`src/rtl/sprite_motion_pkg.sv`:
```
// Shared types for the sprite motion controller: FSM states, axis directions and
// the per-axis reflect/step helper used by both the X and Y update states.
package sprite_motion_pkg;

  localparam int CALC_W = 12;

  typedef enum logic [2:0] {
    ST_IDLE,
    ST_WAIT_NF,
    ST_UPD_X,
    ST_UPD_Y,
    ST_COMMIT
  } state_e;

  // Encoded so that an LFSR bit of 1 maps straight onto the positive direction.
  typedef enum logic {
    DIR_NEG = 1'b0,
    DIR_POS = 1'b1
  } dir_e;

  typedef struct packed {
    logic [CALC_W-1:0] pos;
    dir_e              dir;
    logic              bounce;
  } axis_t;

  // One frame of motion on a single axis, clamping and reflecting at 0 and limit.
  function automatic axis_t step_axis(input logic [CALC_W-1:0] pos,
                                      input dir_e              dir,
                                      input logic [CALC_W-1:0] speed,
                                      input logic [CALC_W-1:0] limit);
    axis_t r;
    r.pos    = pos;
    r.dir    = dir;
    r.bounce = 1'b0;
    if (dir == DIR_POS) begin
      if (pos + speed >= limit) begin
        r.pos    = limit;
        r.dir    = DIR_NEG;
        r.bounce = 1'b1;
      end else begin
        r.pos = pos + speed;
      end
    end else begin
      if (pos <= speed) begin
        r.pos    = '0;
        r.dir    = DIR_POS;
        r.bounce = 1'b1;
      end else begin
        r.pos = pos - speed;
      end
    end
    return r;
  endfunction

endpackage

```
`src/rtl/lfsr16.sv`:
```
// Free-running 16-bit Fibonacci LFSR, taps 16,14,13,11, synchronous reset to SEED.
module lfsr16 #(
  parameter logic [15:0] SEED = 16'hACE1
) (
  input  logic        clk,
  input  logic        rst,
  input  logic        step_en,
  output logic [15:0] state
);

  always_ff @(posedge clk) begin
    if (rst) begin
      state <= SEED;
    end else if (step_en) begin
      state <= {state[14:0], state[15] ^ state[13] ^ state[12] ^ state[10]};
    end
  end

endmodule

```
`src/rtl/sprite_motion_ctrl.sv`:
```
// Bouncing-sprite position controller, one position update per accepted frame.
// Define SPRITE_MOTION_LFSR_EN to randomise launch directions from an LFSR.
module sprite_motion_ctrl
  import sprite_motion_pkg::*;
#(
  parameter int H_ACTIVE = 1280,
  parameter int V_ACTIVE = 720,
  parameter int SPRITE_W = 20,
  parameter int SPRITE_H = 24,
  parameter int SPEED    = 4
) (
  input  logic        pixel_clk_in,
  input  logic        rst_in,
  input  logic        nf_in,
  input  logic        launch_in,
  input  logic        freeze_in,
  output logic [10:0] x_out,
  output logic [9:0]  y_out,
  output logic        moving_out,
  output logic        upd_valid_out,
  output logic        bounce_out
);

  localparam logic [CALC_W-1:0] X_LIM = CALC_W'(H_ACTIVE - SPRITE_W);
  localparam logic [CALC_W-1:0] Y_LIM = CALC_W'(V_ACTIVE - SPRITE_H);
  localparam logic [CALC_W-1:0] SPD   = CALC_W'(SPEED);

  state_e            state;
  logic              launch_q;
  logic              launch_rise;
  logic [CALC_W-1:0] x_calc;
  logic [CALC_W-1:0] y_calc;
  dir_e              dir_x;
  dir_e              dir_y;
  logic              bnc_x;
  logic              bnc_y;
  dir_e              launch_dir_x;
  dir_e              launch_dir_y;
  axis_t             nx;
  axis_t             ny;

`ifdef SPRITE_MOTION_LFSR_EN
  logic [15:0] lfsr_state;

  lfsr16 u_lfsr (
    .clk     (pixel_clk_in),
    .rst     (rst_in),
    .step_en (1'b1),
    .state   (lfsr_state)
  );

  assign launch_dir_x = dir_e'(lfsr_state[0]);
  assign launch_dir_y = dir_e'(lfsr_state[1]);
`else
  assign launch_dir_x = DIR_POS;
  assign launch_dir_y = DIR_POS;
`endif

  assign launch_rise = launch_in & ~launch_q;

  // x_calc/y_calc always hold the last committed position between frames,
  // so they serve as both the working register and the step source.
  assign nx = step_axis(x_calc, dir_x, SPD, X_LIM);
  assign ny = step_axis(y_calc, dir_y, SPD, Y_LIM);

  // NOTE: every register here is updated with <= so all reads in this block see
  // the pre-edge value; a blocking = would leak same-cycle values into later lines.
  always_ff @(posedge pixel_clk_in) begin
    if (rst_in) begin
      state         <= ST_IDLE;
      // Tracking the level during reset keeps a held-high launch from looking like an edge.
      launch_q      <= launch_in;
      x_calc        <= '0;
      y_calc        <= '0;
      dir_x         <= DIR_POS;
      dir_y         <= DIR_POS;
      bnc_x         <= 1'b0;
      bnc_y         <= 1'b0;
      x_out         <= '0;
      y_out         <= '0;
      moving_out    <= 1'b0;
      upd_valid_out <= 1'b0;
      bounce_out    <= 1'b0;
    end else begin
      launch_q      <= launch_in;
      upd_valid_out <= 1'b0;
      bounce_out    <= 1'b0;
      case (state)
        ST_IDLE: begin
          if (launch_rise) begin
            state      <= ST_WAIT_NF;
            dir_x      <= launch_dir_x;
            dir_y      <= launch_dir_y;
            moving_out <= 1'b1;
          end
        end
        ST_WAIT_NF: begin
          if (launch_rise) begin
            state      <= ST_IDLE;
            moving_out <= 1'b0;
          end else if (nf_in && !freeze_in) begin
            state <= ST_UPD_X;
          end
        end
        ST_UPD_X: begin
          x_calc <= nx.pos;
          dir_x  <= nx.dir;
          bnc_x  <= nx.bounce;
          state  <= ST_UPD_Y;
        end
        ST_UPD_Y: begin
          y_calc <= ny.pos;
          dir_y  <= ny.dir;
          bnc_y  <= ny.bounce;
          state  <= ST_COMMIT;
        end
        ST_COMMIT: begin
          x_out         <= x_calc[10:0];
          y_out         <= y_calc[9:0];
          upd_valid_out <= 1'b1;
          bounce_out    <= bnc_x | bnc_y;
          state         <= ST_WAIT_NF;
        end
        default: begin
          state      <= ST_IDLE;
          moving_out <= 1'b0;
        end
      endcase
    end
  end

endmodule

```
`config.mk`:
```
export PLATFORM = sky130hd
export DESIGN_NAME = sprite_motion_ctrl
export DESIGN_NICKNAME = d
export VERILOG_FILES = /design/src/rtl/sprite_motion_pkg.sv /design/src/rtl/lfsr16.sv /design/src/rtl/sprite_motion_ctrl.sv
export SDC_FILE = /design/constraint.sdc
export NUM_CORES = 1
export LEC_CHECK = 0
export CAP_MARGIN = 40
export CORE_MARGIN = 1.5
export CORE_UTILIZATION = 55
export CTS_CLUSTER_DIAMETER = 30
export DETAILED_ROUTE_END_ITERATION = 12
export PLACE_DENSITY = 0.89
export SLEW_MARGIN = 20
export SYNTH_ARGS = -nofsm -noshare
export SYNTH_HDL_FRONTEND = slang
export SYNTH_SLANG_ARGS = --single-unit
```
`constraint.sdc`:
```
create_clock -name pixel_clk_in -period 2.7 [get_ports pixel_clk_in]
set_input_delay 0.27 -clock pixel_clk_in [delete_from_list [all_inputs] [get_ports pixel_clk_in]]
set_output_delay 0.27 -clock pixel_clk_in [all_outputs]
set_load 0.02 [all_outputs]
```
Yosys cells after proc, flatten, opt, wreduce, memory -nomap -nowiden:

Index checks and enable logic that the tools add are counted.

* logic and storage cells: 64
* input bits: 5
* flip-flop bits (word level): 56

* reductions and logical operators: 11
* equality and inequality tests: 7
* mux-type cells: 20
* bitwise gates (word level): 5
* add/subtract/negate cells: 4
* magnitude comparators: 4

Operators by type and width (count)
* two-way mux 12 bit: 4
* two-way mux 14 bit: 2
* adder 12 x 3 -> 12 bit (second input constant): 2
* <= comparator 12 x 3 -> 1 bit (second input constant): 2
* subtractor 12 x 3 -> 12 bit (second input constant): 2
* case mux 3 bit (5 select lines): 1
* greater-or-equal comparator 12 x 10 -> 1 bit (second input constant): 1
* greater-or-equal comparator 12 x 11 -> 1 bit (second input constant): 1
* two-way mux 3 bit: 3
* two-way mux 2 bit: 4
* == test 3 x 2 -> 1 bit (second input constant): 2
* AND reduction 2 bit: 3
* inequality test 2 bit (second input constant): 2
* case mux 1 bit (2 select lines): 2
* nonzero test 2 bit: 2
* == test 3 x 1 -> 1 bit (second input constant): 1
* == test 3 bit (second input constant): 1
* zero test 3 bit: 1
* two-way mux 1 bit: 3
* inequality test 3 bit (second input constant): 1
* NOT 1 bit: 3
* case mux 1 bit (3 select lines): 1
* AND reduction 3 bit: 1
* OR reduction 3 bit: 1
* 5 further kinds: 5

Logic depth before layout (Yosys ltp):

* word-level depth: 5
* gate-level depth with buffers: 10

Worst setup path before layout:

OpenSTA, ideal clock, no wires.

* kind: flip-flop to flip-flop
* from: register x_calc[2]
* to: register x_calc[4]
* setup slack: 0.676 ns
* path buffers: 1
* cell stages (with the launch flop): 10
* required time: 2.626 ns
* clock period less this slack: 2.024 ns
* library setup time: 0.074 ns
* arrival: 1.950 ns
* cell sequence: dfxtp_1 -> buf_2 -> inv_1 -> ha_1 -> nor2_1 -> o22ai_1 -> a22oi_1 -> o211ai_1 -> or4_1 -> a31oi_1

* word-level cells in the longest chain between the ends: 4
* elaborated cells on any way between the ends: 7

Ends and longest elaborated chain
* start: declaration: RTL line sprite_motion_ctrl.sv:31 `logic [CALC_W-1:0] x_calc;`
* start signal: assignment: RTL line sprite_motion_ctrl.sv:106 `x_calc <= nx.pos;`
* adder 12 x 3 -> 12 bit: RTL line sprite_motion_pkg.sv:37, sprite_motion_pkg.sv:42
* greater-or-equal comparator 12 x 11 -> 1 bit: RTL line sprite_motion_pkg.sv:37 `if (pos + speed >= limit) begin`
* two-way mux 12 bit: RTL line sprite_motion_pkg.sv:37
* two-way mux 14 bit (*): RTL line sprite_motion_pkg.sv:36 `if (dir == DIR_POS) begin`

Every way passes the cells marked *; elsewhere a longest branch is shown, timed or not.
A chain may end at the register's enable or synchronous reset.

Worst setup path in the final report:

* from: register y_calc[2]
* to: register y_calc[5]

* word-level cells in the longest chain between the ends: 4
* elaborated cells on any way between the ends: 7

Ends and longest elaborated chain
* start: declaration: RTL line sprite_motion_ctrl.sv:32 `logic [CALC_W-1:0] y_calc;`
* start signal: assignment: RTL line sprite_motion_ctrl.sv:112 `y_calc <= ny.pos;`
* adder 12 x 3 -> 12 bit: RTL line sprite_motion_pkg.sv:37, sprite_motion_pkg.sv:42
* greater-or-equal comparator 12 x 10 -> 1 bit: RTL line sprite_motion_pkg.sv:37
* two-way mux 12 bit: RTL line sprite_motion_pkg.sv:37
* two-way mux 14 bit (*): RTL line sprite_motion_pkg.sv:36

Marks and branches as above.

==> qor.csv <==
stage;metric;value;unit
floorplanning;initial core utilization;0.566;
floorplanning;FP Rows;27;
timing;min Tclk post-route;2.46;ns
floorplanning;overall die height;77.8;microns
critical_path;Worst Path Max Fanout;12;
timing;period utilisation layout;0.910;
final_layout;Final #Nets;442;
cts;TritonCTS clock tree;built;
detailed_routing;Routed Antenna Nets;0;
global_route;initial antenna violation count;0;
cts;clk slew on worst S/H paths;0.09;ns
synthesis;number of synthesized flops with an enable pin;0;
cts;# H-tree levels;2;
critical_path;Startpoint Class;flip-flop;
synthesis;Cell Area, Synth;3080;sq um
final_layout;Final Instance Area;3430;sq um
final_layout;commonest non-fill, non-tap cells in the layout;57 x nand2_1, 48 x dfxtp_1, 45 x a21oi_1;
synthesis;Synthesis Warnings;0;
synthesis;Main synth FF type;dfxtp_1;
critical_path;WS Path Type;reg -> reg;
synthesis;Gate Count Post-Synth;420;
global_route;first-pass GRT wire length;12600;microns
floorplanning;die footprint;6050;sq um
timing;fin. max-slew vios;0;
detailed_routing;per-cell routed wire length;15.2;microns
placement;hpwl dp;5340;microns
final_layout;layout cells sized above 1;0.0723;
global_route;grt ovf;0;
placement;IO buf count;24;
cts;Sink Count;48;
timing;final hold violations;0;
final_layout;area of the multi-input gates;1890;sq um
detailed_routing;vias after detailed routing;3204;
critical_path;CP startpoint;y_calc[2]$_SDFFE_PP0P_;
detailed_routing;Detailed Routing Iterations Pass 1;5;
cts;Clock Tree Root;clkbuf_8;
power;leakage power total;1.16;nW
synthesis;Async SR Flop Fraction;0;
synthesis;flops & latches, synth;48;
final_layout;register area;961;sq um
placement;GPL Wtd Cong;1.00;
timing;Final setup viols;0;
detailed_routing;drt total wl;7590;microns
hold_path;Worst Hold Launch;y_out[3]$_SDFFE_PP0P_;
timing;RSZ-0062 raised after global routing;false;
placement;dpl cell area;3320;sq um
floorplanning;width of the die;77.8;microns
final_layout;ant diodes;0;
hold_path;Hold Crit Depth;2;
hold_path;worst hold path type;reg -> reg;
detailed_routing;DRC;0;
global_route;GRT Total Usage;0.256;
synthesis;Yosys cell types;60;
critical_path;Critical R2R Launch;y_calc[2]$_SDFFE_PP0P_;
outcome;outcome;finished, final reports clean;
critical_path;Worst EP arrival;2.66;ns
placement;Inst Count DP;491;
cts;buffer depth of the longest clock path;2;
floorplanning;# IOs;29;
cts;Num CTS Buffers;5;
cts;worst skew pair latency;0.32;ns
final_layout;commonest non-fill, non-tap cell in the layout;nand2_1;
final_layout;area grow syn2layout;11.3;%
synthesis;Avg Inst Size Synth;7.33;sq um
job;Max Cap Violations;0;
timing;setup tns final;0;ns
final_layout;Filler Cell Count;486;
critical_path;R2R cell count;7;
synthesis;Seq/Total Area, Yosys;0.312;
timing;FMAX;407;MHz
power;Peak VDD IR;0.220;mV
detailed_routing;Starting DRT DRC Count;449;
critical_path;Worst Setup End Kind;flip-flop;
power;PD cells;374;nW/um^2
global_route;largest net degree at the start of global routing;23;
critical_path;Crit path required time;2.90;ns
timing;Rel. slew slack;0.570;
detailed_routing;via/cell ratio;6.40;
floorplanning;core area;5440;sq um
timing;clock skew;0.00898;ns
final_layout;Finished Layout Cells;501;
global_route;vias in the first global route;2736;
timing;slew of the pin with the lowest slew margin;0.644;ns
metrics by stage:
stage / util / hold slack, ns / worst slack [ns] / total power, W
after floorplan: - / 0.298 / 0.676 / 0.000823
after global placement: 0.610 / 0.443 / 0.286 / 0.000845
after detailed placement: 0.610 / 0.446 / 0.264 / 0.000849
after CTS: 0.627 / 0.450 / 0.235 / 0.00129
after global routing: 0.630 / 0.462 / 0.0695 / 0.00134
final: 0.630 / 0.456 / 0.244 / 0.00128
critical path, stage by stage, from the launching register on:
cell	delay (ns)
dfxtp_1	0.54
ha_1	0.37
inv_1	0.13
or3_1	0.41
o41ai_1	0.48
o21ai_0	0.17
o21ai_0	0.15
o21ai_0	0.10
cell usage after synthesis, types with 4 or more instances:
| cell | n | area share |
|---|---|---|
| a211oi_1 | 5 | 0.012 |
| a21oi_1 | 45 | 0.073 |
| a31oi_1 | 5 | 0.010 |
| and3_1 | 5 | 0.010 |
| buf_2 | 14 | 0.023 |
| buf_4 | 4 | 0.0098 |
| clkbuf_1 | 19 | 0.023 |
| dfxtp_1 | 48 | 0.31 |
| ha_1 | 9 | 0.037 |
| inv_1 | 12 | 0.015 |
| mux2i_1 | 5 | 0.016 |
| nand2_1 | 57 | 0.070 |
| nand2b_1 | 6 | 0.012 |
| nand3_1 | 10 | 0.016 |
| nand4_1 | 4 | 0.0081 |
| nor2_1 | 35 | 0.043 |
| nor2b_1 | 4 | 0.0081 |
| nor3_1 | 17 | 0.028 |
| nor4_1 | 10 | 0.020 |
| o211ai_1 | 5 | 0.012 |
| o21a_1 | 5 | 0.012 |
| o21ai_0 | 24 | 0.039 |
| or3_1 | 4 | 0.0081 |
| or4_1 | 9 | 0.022 |
| xnor2_1 | 6 | 0.017 |
final cells by class:
type,instances,share of cell area
Timing Repair Buffer,38,0.101
Inverter,12,0.0131
Clock inverter,3,0.00694
Clock buffer,5,0.0201
Sequential cell,48,0.280
Multi-Input combinational cell,323,0.552
Tap cell,72,0.0263
metal layers:
layer,vias up,track usage,part of all wire
met5,-,0,0
met4,0,0.100,0.021
met3,25,0.0435,0.086
met2,174,0.392,0.46
met1,1481,0.357,0.43
li1,1524,-,-
repair_timing:
action | in CTS | in global routing
gates resized for setup | 0 | 0
setup endpoints to repair | 0 | 1
setup buffers | 0 | 2
hold buffers | 0 | 0
registers in the layout, indices dropped and copies added, names as in the netlist:
signal,count
bnc_y,1
x_out,9
bounce_out,1
y_calc,10
state,3
launch_q,1
y_out,8
upd_valid_out,1
x_calc,10
dir_y,1
dir_x,1
moving_out,1
bnc_x,1
cells by family after synthesis:
kind of cell	after synthesis	share of synthesized area
simple gates	175	0.282
compound gates	123	0.255
buf+inv	52	0.0764
flops	48	0.312
fa+ha+maj	9	0.0366
xor+xnor	7	0.0199
mux	5	0.0163
other cells	1	0.00122
worst paths after layout:
path	end	slack, ns
max	y_calc[5]$_SDFFE_PP0P_	0.24
min	y_out[3]$_SDFFE_PP0P_	0.46
max reg2reg	y_calc[5]$_SDFFE_PP0P_	0.24
min reg2reg	y_out[3]$_SDFFE_PP0P_	0.46
report_power, final:
group          switching (W)  leakage (nW)  internal (W)
Sequential         0.0000160         0.388      0.000716
Clock               0.000264        0.0404      0.000184
Combinational      0.0000605         0.731     0.0000422
Power figures use the tool's default switching activity.
